## config.mk

```make
export PLATFORM = sky130hd
export DESIGN_NAME = mem_arbiter
export DESIGN_NICKNAME = d
export VERILOG_FILES = /design/src/rtl/mem_arbiter.sv
export SDC_FILE = /design/constraint.sdc
export NUM_CORES = 1
export LEC_CHECK = 0
export BUFFER_PORTS_ARGS = -buffer_cell sky130_fd_sc_hd__buf_2
export CORE_AREA = 2 2 174 176
export CTS_CLUSTER_SIZE = 30
export DETAILED_ROUTE_END_ITERATION = 8
export DIE_AREA = 0 0 176 178
export HOLD_SLACK_MARGIN = 0.05
export PLACE_DENSITY_LB_ADDON = 0.1
export SYNTH_ARGS = -nofsm -noshare
export SYNTH_HDL_FRONTEND = slang
export SYNTH_SLANG_ARGS = --single-unit
```

## constraint.sdc

```tcl
create_clock -name clock -period 1.8 [get_ports clock]
set_clock_uncertainty 0.15 [all_clocks]
set_input_delay 0.18 -clock clock [delete_from_list [all_inputs] [get_ports clock]]
set_output_delay 0.18 -clock clock [all_outputs]
set_load 0.01 [all_outputs]
```

## src/rtl/mem_arbiter.sv

```systemverilog
// rtl/mem_arbiter.sv - icache/dcache arbiter for the shared 64-bit memory port with tag ownership table
module mem_arbiter #(
  parameter int XLEN         = 32,
  parameter int NUM_TAGS     = 16,
  parameter int STARVE_LIMIT = 4
) (
  input  logic            clock,
  input  logic            reset,
  input  logic [1:0]      Icache2mem_command,
  input  logic [XLEN-1:0] Icache2mem_addr,
  input  logic [1:0]      Dcache2mem_command,
  input  logic [XLEN-1:0] Dcache2mem_addr,
  input  logic [63:0]     Dcache2mem_data,
  input  logic [3:0]      mem2proc_response,
  input  logic [63:0]     mem2proc_data,
  input  logic [3:0]      mem2proc_tag,
  output logic [1:0]      proc2mem_command,
  output logic [XLEN-1:0] proc2mem_addr,
  output logic [63:0]     proc2mem_data,
  output logic [3:0]      mem2Icache_response,
  output logic [63:0]     mem2Icache_data,
  output logic [3:0]      mem2Icache_tag,
  output logic [3:0]      mem2Dcache_response,
  output logic [63:0]     mem2Dcache_data,
  output logic [3:0]      mem2Dcache_tag
);

  localparam logic [1:0] CMD_NONE = 2'd0;
  localparam logic [1:0] CMD_LOAD = 2'd1;
  localparam logic [3:0] LIMIT    = 4'(STARVE_LIMIT);

  // Table entry: valid bit plus owner (0 = icache, 1 = dcache)
  logic [NUM_TAGS-1:0] tag_valid;
  logic [NUM_TAGS-1:0] tag_owner;
  logic [3:0]          streak;

  logic i_req, d_req;
  logic grant_i, grant_d;
  logic alloc, retire, retire_owner;

  // Requests are masked while reset is held so every output reads idle immediately
  always_comb begin
    i_req   = !reset && (Icache2mem_command != CMD_NONE);
    d_req   = !reset && (Dcache2mem_command != CMD_NONE);
    grant_i = i_req && (!d_req || (streak == LIMIT));
    grant_d = d_req && !grant_i;
  end

  // Forward the granted request and steer the same-cycle accept tag back to the grantee
  always_comb begin
    proc2mem_command    = CMD_NONE;
    proc2mem_addr       = '0;
    proc2mem_data       = 64'd0;
    mem2Icache_response = 4'd0;
    mem2Dcache_response = 4'd0;
    if (grant_i) begin
      proc2mem_command    = Icache2mem_command;
      proc2mem_addr       = Icache2mem_addr;
      mem2Icache_response = mem2proc_response;
    end else if (grant_d) begin
      proc2mem_command    = Dcache2mem_command;
      proc2mem_addr       = Dcache2mem_addr;
      proc2mem_data       = Dcache2mem_data;
      mem2Dcache_response = mem2proc_response;
    end
  end

  // Completion lookup reads the pre-update owner, so a same-cycle reallocation cannot steal it
  always_comb begin
    retire         = !reset && (mem2proc_tag != 4'd0) && tag_valid[mem2proc_tag];
    retire_owner   = tag_owner[mem2proc_tag];
    alloc          = (mem2proc_response != 4'd0) &&
                     ((grant_i && (Icache2mem_command == CMD_LOAD)) ||
                      (grant_d && (Dcache2mem_command == CMD_LOAD)));
    mem2Icache_tag  = (retire && !retire_owner) ? mem2proc_tag : 4'd0;
    mem2Dcache_tag  = (retire &&  retire_owner) ? mem2proc_tag : 4'd0;
    mem2Icache_data = mem2proc_data;
    mem2Dcache_data = mem2proc_data;
  end

  // Count dcache wins over a waiting icache; any icache win or icache idle cycle resets it
  always_ff @(posedge clock or posedge reset) begin
    if (reset) begin
      streak <= 4'd0;
    end else if (!i_req || grant_i) begin
      streak <= 4'd0;
    end else if (grant_d && (streak != LIMIT)) begin
      streak <= streak + 4'd1;
    end
  end

  // Valid bits: retire clears, allocate sets; allocate is written last so it wins on a tag clash
  always_ff @(posedge clock or posedge reset) begin
    if (reset) begin
      tag_valid <= '0;
    end else begin
      if (retire) tag_valid[mem2proc_tag] <= 1'b0;
      if (alloc)  tag_valid[mem2proc_response] <= 1'b1;
    end
  end

  // Owner bits only matter while valid, so they carry no reset
  always_ff @(posedge clock) begin
    if (alloc) tag_owner[mem2proc_response] <= grant_d;
  end

`ifdef SIM
  logic [7:0] outstanding_i, outstanding_d;

  // Loads in flight per requester, for debug visibility
  always_ff @(posedge clock or posedge reset) begin
    if (reset) begin
      outstanding_i <= 8'd0;
      outstanding_d <= 8'd0;
    end else begin
      outstanding_i <= outstanding_i + 8'(alloc && grant_i) - 8'(retire && !retire_owner);
      outstanding_d <= outstanding_d + 8'(alloc && grant_d) - 8'(retire &&  retire_owner);
    end
  end

  // Memory must not hand out a tag that is still live, unless it completes this same cycle
  always_ff @(posedge clock) begin
    if (!reset && alloc && tag_valid[mem2proc_response] &&
        !(retire && (mem2proc_tag == mem2proc_response)))
      assert (1'b0) else $error("mem_arbiter: tag %0d reallocated while outstanding", mem2proc_response);
  end
`endif

endmodule

```

==> impl_metrics.env, run 1 <==
export IMPL_pwr_share_seq_pct=32.4
export IMPL_gr_total_overflow=0
export IMPL_avgSynthCellArea_sq_um=8.88
export IMPL_grt_setup_unrepaired="true"
export IMPL_diodes=0
export IMPL_fin_area_sq_mm=0.00556
export IMPL_cts_tree="built"
export IMPL_top_level_ports=448
export IMPL_drt_vias_per_instance=3.67
export IMPL_drv_slew=0
export IMPL_cts_sink_count=35
export IMPL_cp_data_required_time_ns=1.47
export IMPL_drive_above_1_share_pct=64.7
export IMPL_grt_pass1_vias=3694
export IMPL_place_area_sq_mm=0.00468
export IMPL_yosys_warnings=0
export IMPL_cts_made_buffers=5
export IMPL_dieArea_sq_mm=0.0313
export IMPL_hp_class="in -> out"
export IMPL_power_density_mw_per_mm2=540
export IMPL_crit_type="reg -> out"
export IMPL_seq_area_frac_synth_pct=25.8
export IMPL_clk_pin_slew_worst_paths_ns=0.06
export IMPL_sw_frac_of_total_pct=33.1
export IMPL_synth_area_mux_share_pct=4.82
export IMPL_wl_met1_mm=7.58
export IMPL_power_mw=3.00
export IMPL_period_share_pct=132
export IMPL_top_layer_used="met5"
export IMPL_antenna_found_initial=3
export IMPL_coreArea_sq_mm=0.0294
export IMPL_vias=3515
export IMPL_finalHoldViolCount=0
export IMPL_slew_headroom_pct=48.4
export IMPL_arrival_ns=2.05
export IMPL_max_cap_violations=0
export IMPL_nets=774
export IMPL_dieWidth_um=176
export IMPL_die_h_um=178
export IMPL_ant_nets=0
export IMPL_wl_per_cell_um=19.5
export IMPL_synth_simple_area_share_pct=22.2
export IMPL_clock_root_buffer="clkbuf_16"
export IMPL_wl_met3_mm=1.45
export IMPL_h_tree_depth=2
export IMPL_status="complete, but fails checks"
export IMPL_start_util_pct=12.6
export IMPL_slowest_stage="dfrtp_1"
export IMPL_fmax_ghz=0.420
export IMPL_tightest_slew_ns=0.774
export IMPL_yosysUniqueCellTypes=42
export IMPL_cp_startpoint="streak[0]"
export IMPL_synthAdderAreaFrac_pct=0.674
export IMPL_cp_max_fo=52
export IMPL_grt_max_degree=53
export IMPL_synthXorXnorAreaFrac_pct=0.472
export IMPL_grt_first_pass_wirelength_mm=25.7
export IMPL_synth_compound_area_share_pct=15.8
export IMPL_syn_num_nets=626
export IMPL_holdCritStartpoint="mem2proc_data[12]"
export IMPL_netlist_area_sq_mm=0.00371
export IMPL_routed_wl_mm=18.6
export IMPL_cellLeakagePower_nw=2.66
export IMPL_grtUsageTotal_pct=11.1
export IMPL_rows=63
export IMPL_critPathCaptureType="primary output"
export IMPL_period_needed_ns=2.38
export IMPL_max_stage_delay_ns=0.37
export IMPL_synth_top_family_by_area="buffers and inverters"
export IMPL_dr_wl_met2_mm=9.41
export IMPL_start_kind="flop"
export IMPL_power_switching_mw=0.994
export IMPL_drt_iter0_drc=78
export IMPL_hpwl_mm=15.5
export IMPL_reg2reg_from="streak[0]"
export IMPL_p_int_mw=2.01
export IMPL_gp_congestion=0.789
export IMPL_syn2layout_area_growth_pct=49.9
export IMPL_netlist_instances=418
export IMPL_dp_slack_ns=-0.348
export IMPL_drt_first_pass_iters=4
export IMPL_p_comb_share_pct=39.2
export IMPL_cp_cell_sequence="inv_1 > ha_1 > nand3b_1 > buf_4 > o221a_4 > buf_12 > a22o_1 > buf_2"
export IMPL_io_buffer_count=255
export IMPL_fin_ws_ns=-0.580
export IMPL_route_detailed_drc=0
export IMPL_utilization_pct=18.9
export IMPL_peakVddDrop_mv=0.348
export IMPL_finalSetupViolCount=160
export IMPL_clkPwrFrac_pct=28.5
export IMPL_final_cells=957
export IMPL_worstSkewPairLatency_ns=0.28
export IMPL_postSynthRegisterBits=35
export IMPL_violations="negative setup slack"
export IMPL_placed_cells=932
export IMPL_clockBufferDepth=2
-- flip-flops by register name, summed over array words and instances, names as in the netlist --
signal / count
tag_owner: 16
tag_valid: 15
streak: 4
-- through the flow --
stage / TNS (ns) / hold slack (ns)
floorplan: -1.01 / 0.0730
global placement: -13.11 / 0.191
detailed placement: -17.81 / 0.182
CTS: -64.21 / 0.210
global route: -83.42 / 0.210
finish: -67.24 / 0.210
-- layout by cell type, fill, tap and decap left out, types with 11 or more instances in the layout --
cell and n:
a22o_1 31, nor3_4 11, buf_2 230, dfrtp_1 19, o21ai_0 15, and2_1 63, edfxtp_1 16, buf_6 27
buf_4 26
-- logic make-up (layout without fill, tap and decap cells) --
logic type / Yosys count / count (layout)
xor gates and xnor gates: 2 / 2
adders and majority gates: 2 / 2
and+or+nand+nor: 134 / 134
DFF: 35 / 35
buffers and inverters: 164 / 313
AOI/OAI and AO/OA: 72 / 72
other: 1 / 1
muxes: 8 / 8
-- path summary, 6_finish.rpt --
path | endpoint | cells after the start | slack, ns
min in group asynchronous | tag_valid[10] | 5 | 0.43
min | mem2Dcache_data[12] | 0 | 0.21
max in group asynchronous | tag_valid[12] | 6 | 0.66
min reg2reg | tag_valid[10] | 2 | 0.36
max | proc2mem_addr[20] | 8 | -0.58
max reg2reg | tag_valid[2] | 12 | -0.49
-- final cells by class --
type / instances / area, sq um
repair buffers: 300 / 1990
well taps: 390 / 488
inverters: 5 / 18.8
clock buffers: 5 / 125
clock inverters: 3 / 20.0
fillers: 3319 / 23800
flip-flops and latches: 35 / 956
multi-input cells: 219 / 1970
-- cell usage after synthesis (all sizes together) --
cell type / count / area [sq um]
and2: 72 / 450
conb: 1 / 3.75
nand2b: 8 / 50.1
nor4: 3 / 18.8
o221a: 1 / 11.3
xor2: 1 / 8.76
or3: 1 / 6.26
dfrtp: 19 / 475
buf: 140 / 1030
o41ai: 3 / 26.3
a22o: 34 / 298
inv: 5 / 18.8
a21boi: 1 / 18.8
a22oi: 2 / 20.0
clkbuf: 19 / 71.3
nand4: 1 / 12.5
ha: 2 / 25.0
nand3: 3 / 15.0
mux2i: 1 / 10.0
nor2b: 1 / 6.26
or2: 2 / 12.5
nor3b: 8 / 75.1
nor2: 10 / 37.5
edfxtp: 16 / 480
and4: 1 / 10.0
a211oi: 2 / 15.0
o21ai: 16 / 80.1
mux4: 7 / 169
o31ai: 12 / 90.1
nand3b: 5 / 37.5
nand2: 6 / 22.5
a2111oi: 1 / 27.5
and3b: 1 / 8.76
xnor2: 1 / 8.76
nor3: 12 / 60.1
-- power groups by stage --
stage,combinational [mW],sequential [mW],clock (mW)
after floorplan,0.775,0.953,0
after global placement,0.982,0.990,0
after detailed placement,0.986,0.985,0
after CTS,1.12,0.969,0.881
after global routing,1.28,0.979,0.915
final,1.18,0.972,0.855
-- layer usage --
metal,GRT usage (%),up-vias
met5,0,-
met4,1.72,6
met3,3.86,23
met2,19.7,209
met1,13.2,1672
li1,-,1605
-- worst max-delay path, delay by kind of cell, from the launching register on --
kind	cells	cell delay, ns
simple gates	1	0.14
buf+inv	4	0.57
fa+ha+maj	1	0.13
compound gates	2	0.53
flops	1	0.37
-- timing repair --
action | CTS | global route
hold endpoints to repair | 2 | 0
hold buffers | 1 | 0
setup endpoints to repair | 157 | 160
cloned | 4 | 3
pin swaps | 13 | 12
resized for setup | 73 | 47
setup buffers | 9 | 3
(Power assumes the default switching activity.)
==> run 2: changes to the inputs <==
--- a/config.mk
+++ b/config.mk
@@ -14,2 +14,3 @@
 export PLACE_DENSITY_LB_ADDON = 0.1
+export SKIP_CTS_REPAIR_TIMING = 1
 export SYNTH_ARGS = -nofsm -noshare
--- a/constraint.sdc
+++ b/constraint.sdc
@@ -4,2 +4,2 @@
 set_output_delay 0.18 -clock clock [all_outputs]
-set_load 0.01 [all_outputs]
+set_load 0.1 [all_outputs]
==> run 2 against run 1 <==
Effect of this change: the run still ends with negative setup slack left; combinational power increased to 2.5 times the previous value; largest cell class unchanged; count of clock-buffer cells in the layout up 1; largest power group unchanged; non-clock buffer count rose by 21; die area unchanged; final cell count grew 2.3%; sequential cell count unchanged; via count is 4.9% higher; sequential power fell by 0.9%; fmax shrank 2.9%; register-to-register slack better by 0.26 ns.
==> impl_metrics.env, run 2 (synthesis gave the netlist of run 1 again) <==
export IMPL_cts_tree="built"
export IMPL_h_tree_depth=2
export IMPL_vias=3688
export IMPL_drv_slew=0
export IMPL_routed_wl_mm=21.6
export IMPL_placed_cells=957
export IMPL_period_share_pct=136
export IMPL_grt_setup_unrepaired="true"
export IMPL_fmax_ghz=0.408
export IMPL_critPathCaptureType="primary output"
export IMPL_start_kind="flop"
export IMPL_period_needed_ns=2.45
export IMPL_clockBufferDepth=2
export IMPL_violations="negative setup slack"
export IMPL_grt_pass1_vias=3809
export IMPL_nets=795
export IMPL_slew_headroom_pct=39.5
export IMPL_cp_max_fo=6
export IMPL_rows=63
export IMPL_drt_first_pass_iters=4
export IMPL_seqCellArea_sq_um=956
export IMPL_start_util_pct=12.6
export IMPL_final_common_cell="buf_2"
export IMPL_gp_congestion=0.890
export IMPL_finalSetupViolCount=160
export IMPL_holdWs_ns=0.00626
export IMPL_grt_first_pass_wirelength_mm=27.7
export IMPL_worstSkewPairLatency_ns=0.29
export IMPL_io_buffer_count=255
export IMPL_drt_iter0_drc=126
export IMPL_grt_max_degree=31
export IMPL_fill_cells=3045
export IMPL_route_detailed_drc=0
export IMPL_tightest_slew_ns=0.908
export IMPL_ant_nets=0
export IMPL_antenna_found_initial=2
export IMPL_setup_tns_final_ns=-72.34
export IMPL_hpwl_mm=17.3
export IMPL_r2r_setup_slack_ns=-0.23
export IMPL_place_area_sq_mm=0.00709
export IMPL_largest_reg_flops=16
export IMPL_regMostFlops="tag_owner"
export IMPL_multiInputGateArea_sq_mm=0.00258
export IMPL_coreArea_sq_mm=0.0294
export IMPL_syn2layout_area_growth_pct=114
export IMPL_dieArea_sq_mm=0.0313
export IMPL_die_h_um=178
export IMPL_power_mw=4.91
export IMPL_arrival_ns=2.12
export IMPL_max_cap_violations=0
export IMPL_wl_per_cell_um=22.1
export IMPL_cellLeakagePower_nw=3.49
export IMPL_power_density_mw_per_mm2=617
export IMPL_utilization_pct=27.1
export IMPL_cts_sink_count=35
export IMPL_dieWidth_um=176
export IMPL_clock_root_buffer="clkbuf_16"
export IMPL_final_cell_mix="buf_2, buf_12, and2_4"
export IMPL_drt_vias_per_instance=3.77
export IMPL_hp_class="in -> async"
export IMPL_drive_above_1_share_pct=83.5
export IMPL_fin_ws_ns=-0.651
export IMPL_final_cells=979
export IMPL_fin_area_sq_mm=0.00796
export IMPL_cts_made_buffers=5
export IMPL_finalHoldViolCount=0
export IMPL_gr_total_overflow=0
export IMPL_dp_slack_ns=-0.582
export IMPL_crit_type="reg -> out"
export IMPL_status="complete, but fails checks"
export IMPL_reg_top3="tag_owner x16, tag_valid x15, streak x4"
export IMPL_top_level_ports=448
export IMPL_clk_pin_slew_worst_paths_ns=0.06
export IMPL_cp_data_required_time_ns=1.47
export IMPL_grtUsageTotal_pct=12.3
export IMPL_peakVddDrop_mv=0.403
[run 2: final timing paths]
check                                     start          endpoint  cells past startpoint
max in group asynchronous                 reset     tag_valid[11]                      4
max                                   streak[1]  proc2mem_addr[1]                      9
min                                       reset         streak[0]                      4
max reg2reg                           streak[1]     tag_owner[11]                      9
min in group clock         mem2proc_response[2]      tag_valid[2]                      2
min reg2reg                           streak[0]         streak[0]                      2
[run 2: final cells by class]
| type | count | area share, % |
|---|---|---|
| Inverter | 5 | 0.236 |
| Timing Repair Buffer | 321 | 47.1 |
| Clock buffer | 6 | 1.89 |
| Sequential cell | 35 | 12.0 |
| Tap cell | 390 | 6.13 |
| Antenna cell | 1 | 0.0314 |
| Clock inverter | 2 | 0.173 |
| Multi-Input combinational cell | 219 | 32.5 |
[run 2: worst max-delay path, stage by stage (launching register included)]
cell	delay, ns
dfrtp_1	0.38
inv_1	0.06
ha_2	0.15
nand3b_1	0.19
o21ai_2	0.13
nor3b_4	0.24
buf_12	0.18
clkbuf_16	0.16
a22o_4	0.14
buf_12	0.17
[run 2: report_power, final]
group	switching, mW	internal, mW
clock network	0.352	0.597
logic	1.79	1.21
registers	0.0466	0.917
[run 2: metal layers]
layer	wire (um)	GRT usage [%]	share of wire, %
met3	2620	6.59	12
met5	13	0	0.060
met1	8310	14.8	39
met4	263	2.24	1.2
met2	10400	19.7	48
==> run 3: changes to the inputs <==
Settings changed: CORE_AREA 2 2 174 176 to 2 2 176 178, DIE_AREA 0 0 176 178 to 0 0 178 180.
Clock period 1.8 ns to 3 ns, I/O delays scaled along.
==> run 3 against run 2 <==
Effect of this change: the run now ends clean; sequential cell count unchanged; hold slack improved by 0.055 ns; combinational power decreased by 51%; count of clock-buffer cells in the layout increased by 1; sequential share of layout area increased by 3.5 points; non-clock buffer count decreased by 53; routed wire length increased by 3.4%; largest cell class unchanged; critical path depth unchanged; clock power decreased by 41%; register-to-register slack improved by 1.2 ns.
==> impl_metrics.env, run 3 (synthesis gave the netlist of run 1 again) <==
export IMPL_final_cell_mix="buf_2, buf_12, and2_1"
export IMPL_cp_depth=9
export IMPL_path_buf_inv=4
export IMPL_hp_class="in -> async"
export IMPL_hpwl_mm=19.9
export IMPL_fill_cells=3308
export IMPL_status="finished clean"
export IMPL_reg2reg_depth=7
export IMPL_largest_reg_flops=16
export IMPL_reg2reg_from="streak[0]"
export IMPL_grt_pass1_vias=3698
export IMPL_clockBufferDepth=2
export IMPL_dp_slack_ns=0.332
export IMPL_rows=64
export IMPL_start_util_pct=12.3
export IMPL_crit_end="proc2mem_addr[31]"
export IMPL_diodes=0
export IMPL_r2r_end="tag_owner[3]"
export IMPL_period_share_pct=93.9
export IMPL_critPathTopFamily="buffers and inverters"
export IMPL_drt_iter0_drc=164
export IMPL_power_mw=2.59
export IMPL_final_common_cell="buf_2"
export IMPL_crit_type="reg -> out"
export IMPL_gr_total_overflow=0
export IMPL_max_stage_delay_ns=0.41
export IMPL_arrival_ns=2.37
export IMPL_top_level_ports=448
export IMPL_worstSkewPairLatency_ns=0.28
export IMPL_drt_vias_per_instance=3.72
export IMPL_dieArea_sq_mm=0.0320
export IMPL_r2r_setup_slack_ns=0.97
export IMPL_wl_per_cell_um=24.0
export IMPL_nets=742
export IMPL_cts_made_buffers=5
export IMPL_grtUsageTotal_pct=13.7
export IMPL_slew_headroom_pct=65.6
export IMPL_cp_cell_sequence="inv_1 > ha_1 > nand3b_1 > o21ai_0 > nor3b_4 > buf_12 > buf_4 > a22o_1 > buf_12"
export IMPL_drt_first_pass_iters=6
export IMPL_cp_max_fo=21
export IMPL_start_kind="flop"
export IMPL_grt_max_degree=35
export IMPL_finalHoldViolCount=0
export IMPL_coreArea_sq_mm=0.0302
export IMPL_critPathCaptureType="primary output"
export IMPL_place_area_sq_mm=0.00598
export IMPL_drive_above_1_share_pct=54.8
export IMPL_cellLeakagePower_nw=2.62
export IMPL_cts_tree="built"
export IMPL_power_density_mw_per_mm2=421
export IMPL_gp_congestion=0.855
export IMPL_fmax_ghz=0.355
export IMPL_ant_nets=0
export IMPL_cp_data_required_time_ns=2.55
export IMPL_die_h_um=180
export IMPL_period_needed_ns=2.82
export IMPL_clock_root_buffer="clkbuf_16"
export IMPL_fin_ws_ns=0.184
export IMPL_reg_top3="tag_owner x16, tag_valid x15, streak x4"
export IMPL_dieWidth_um=178
export IMPL_h_tree_depth=2
export IMPL_clk_pin_slew_worst_paths_ns=0.06
export IMPL_utilization_pct=20.4
export IMPL_vias=3463
export IMPL_holdWs_ns=0.0608
export IMPL_io_buffer_count=255
export IMPL_drv_slew=0
export IMPL_routed_wl_mm=22.3
export IMPL_fin_area_sq_mm=0.00615
export IMPL_cpMostUsedCell="buf_12"
export IMPL_regMostFlops="tag_owner"
export IMPL_antenna_found_initial=4
export IMPL_grt_first_pass_wirelength_mm=30.8
export IMPL_finalSetupViolCount=0
export IMPL_cp_startpoint="streak[0]"
export IMPL_tightest_slew_ns=0.520
export IMPL_peakVddDrop_mv=0.213
export IMPL_syn2layout_area_growth_pct=65.8
export IMPL_route_detailed_drc=0
export IMPL_max_cap_violations=0
export IMPL_cts_sink_count=35
export IMPL_slowest_stage="dfrtp_1"
## run 3: layout make-up
class / count / area, sq um / share of cell area, %
clock buffers: 7 / 153 / 2.48
clock inverters: 1 / 6.26 / 0.102
inverters: 5 / 18.8 / 0.305
multi-input cells: 219 / 1660 / 26.9
flip-flops and latches: 35 / 956 / 15.5
well taps: 396 / 495 / 8.05
repair buffers: 268 / 2870 / 46.6
## run 3: worst min path at each step
stage                     startpoint           end  slack, ns  cells after the start
after floorplan                reset     streak[0]       0.19                      2
final                          reset     streak[2]       0.06                      3
after CTS                      reset     streak[2]       0.08                      3
after global routing           reset  tag_valid[8]       0.11                      3
after detailed placement   streak[0]     streak[0]       0.33                      1
after global placement     streak[0]     streak[0]       0.32                      1
## run 3: routing by layer
| metal | global-route usage, % | vias up | part of all wire, % | wire [um] |
|---|---|---|---|---|
| met3 | 4.51 | 10 | 9.1 | 2030 |
| met4 | 1.41 | 0 | 0.43 | 95 |
| li1 | - | 1538 | - | - |
| met5 | 0 | - | 0 | 0 |
| met1 | 17.8 | 1627 | 42 | 9460 |
| met2 | 22.5 | 288 | 48 | 10700 |
## run 3: tightest hold or removal path, cell delays in order
cell,delay (ns)
buf_2,0.19
inv_2,0.10
buf_4,0.28
## run 3: power by group
group          internal, mW  switching, mW  leakage (nW)
logic                 0.487          0.971          2.14
registers             0.550         0.0242         0.392
clock network         0.354          0.205        0.0805
total                  1.39           1.20          2.62
## run 3: through the flow
stage / cells / TNS [ns]
final: 931 / 0
after global routing: 931 / -0.00132
after CTS: 930 / 0
after detailed placement: 922 / 0
after global placement: 922 / 0
after floorplan: 418 / -2.76
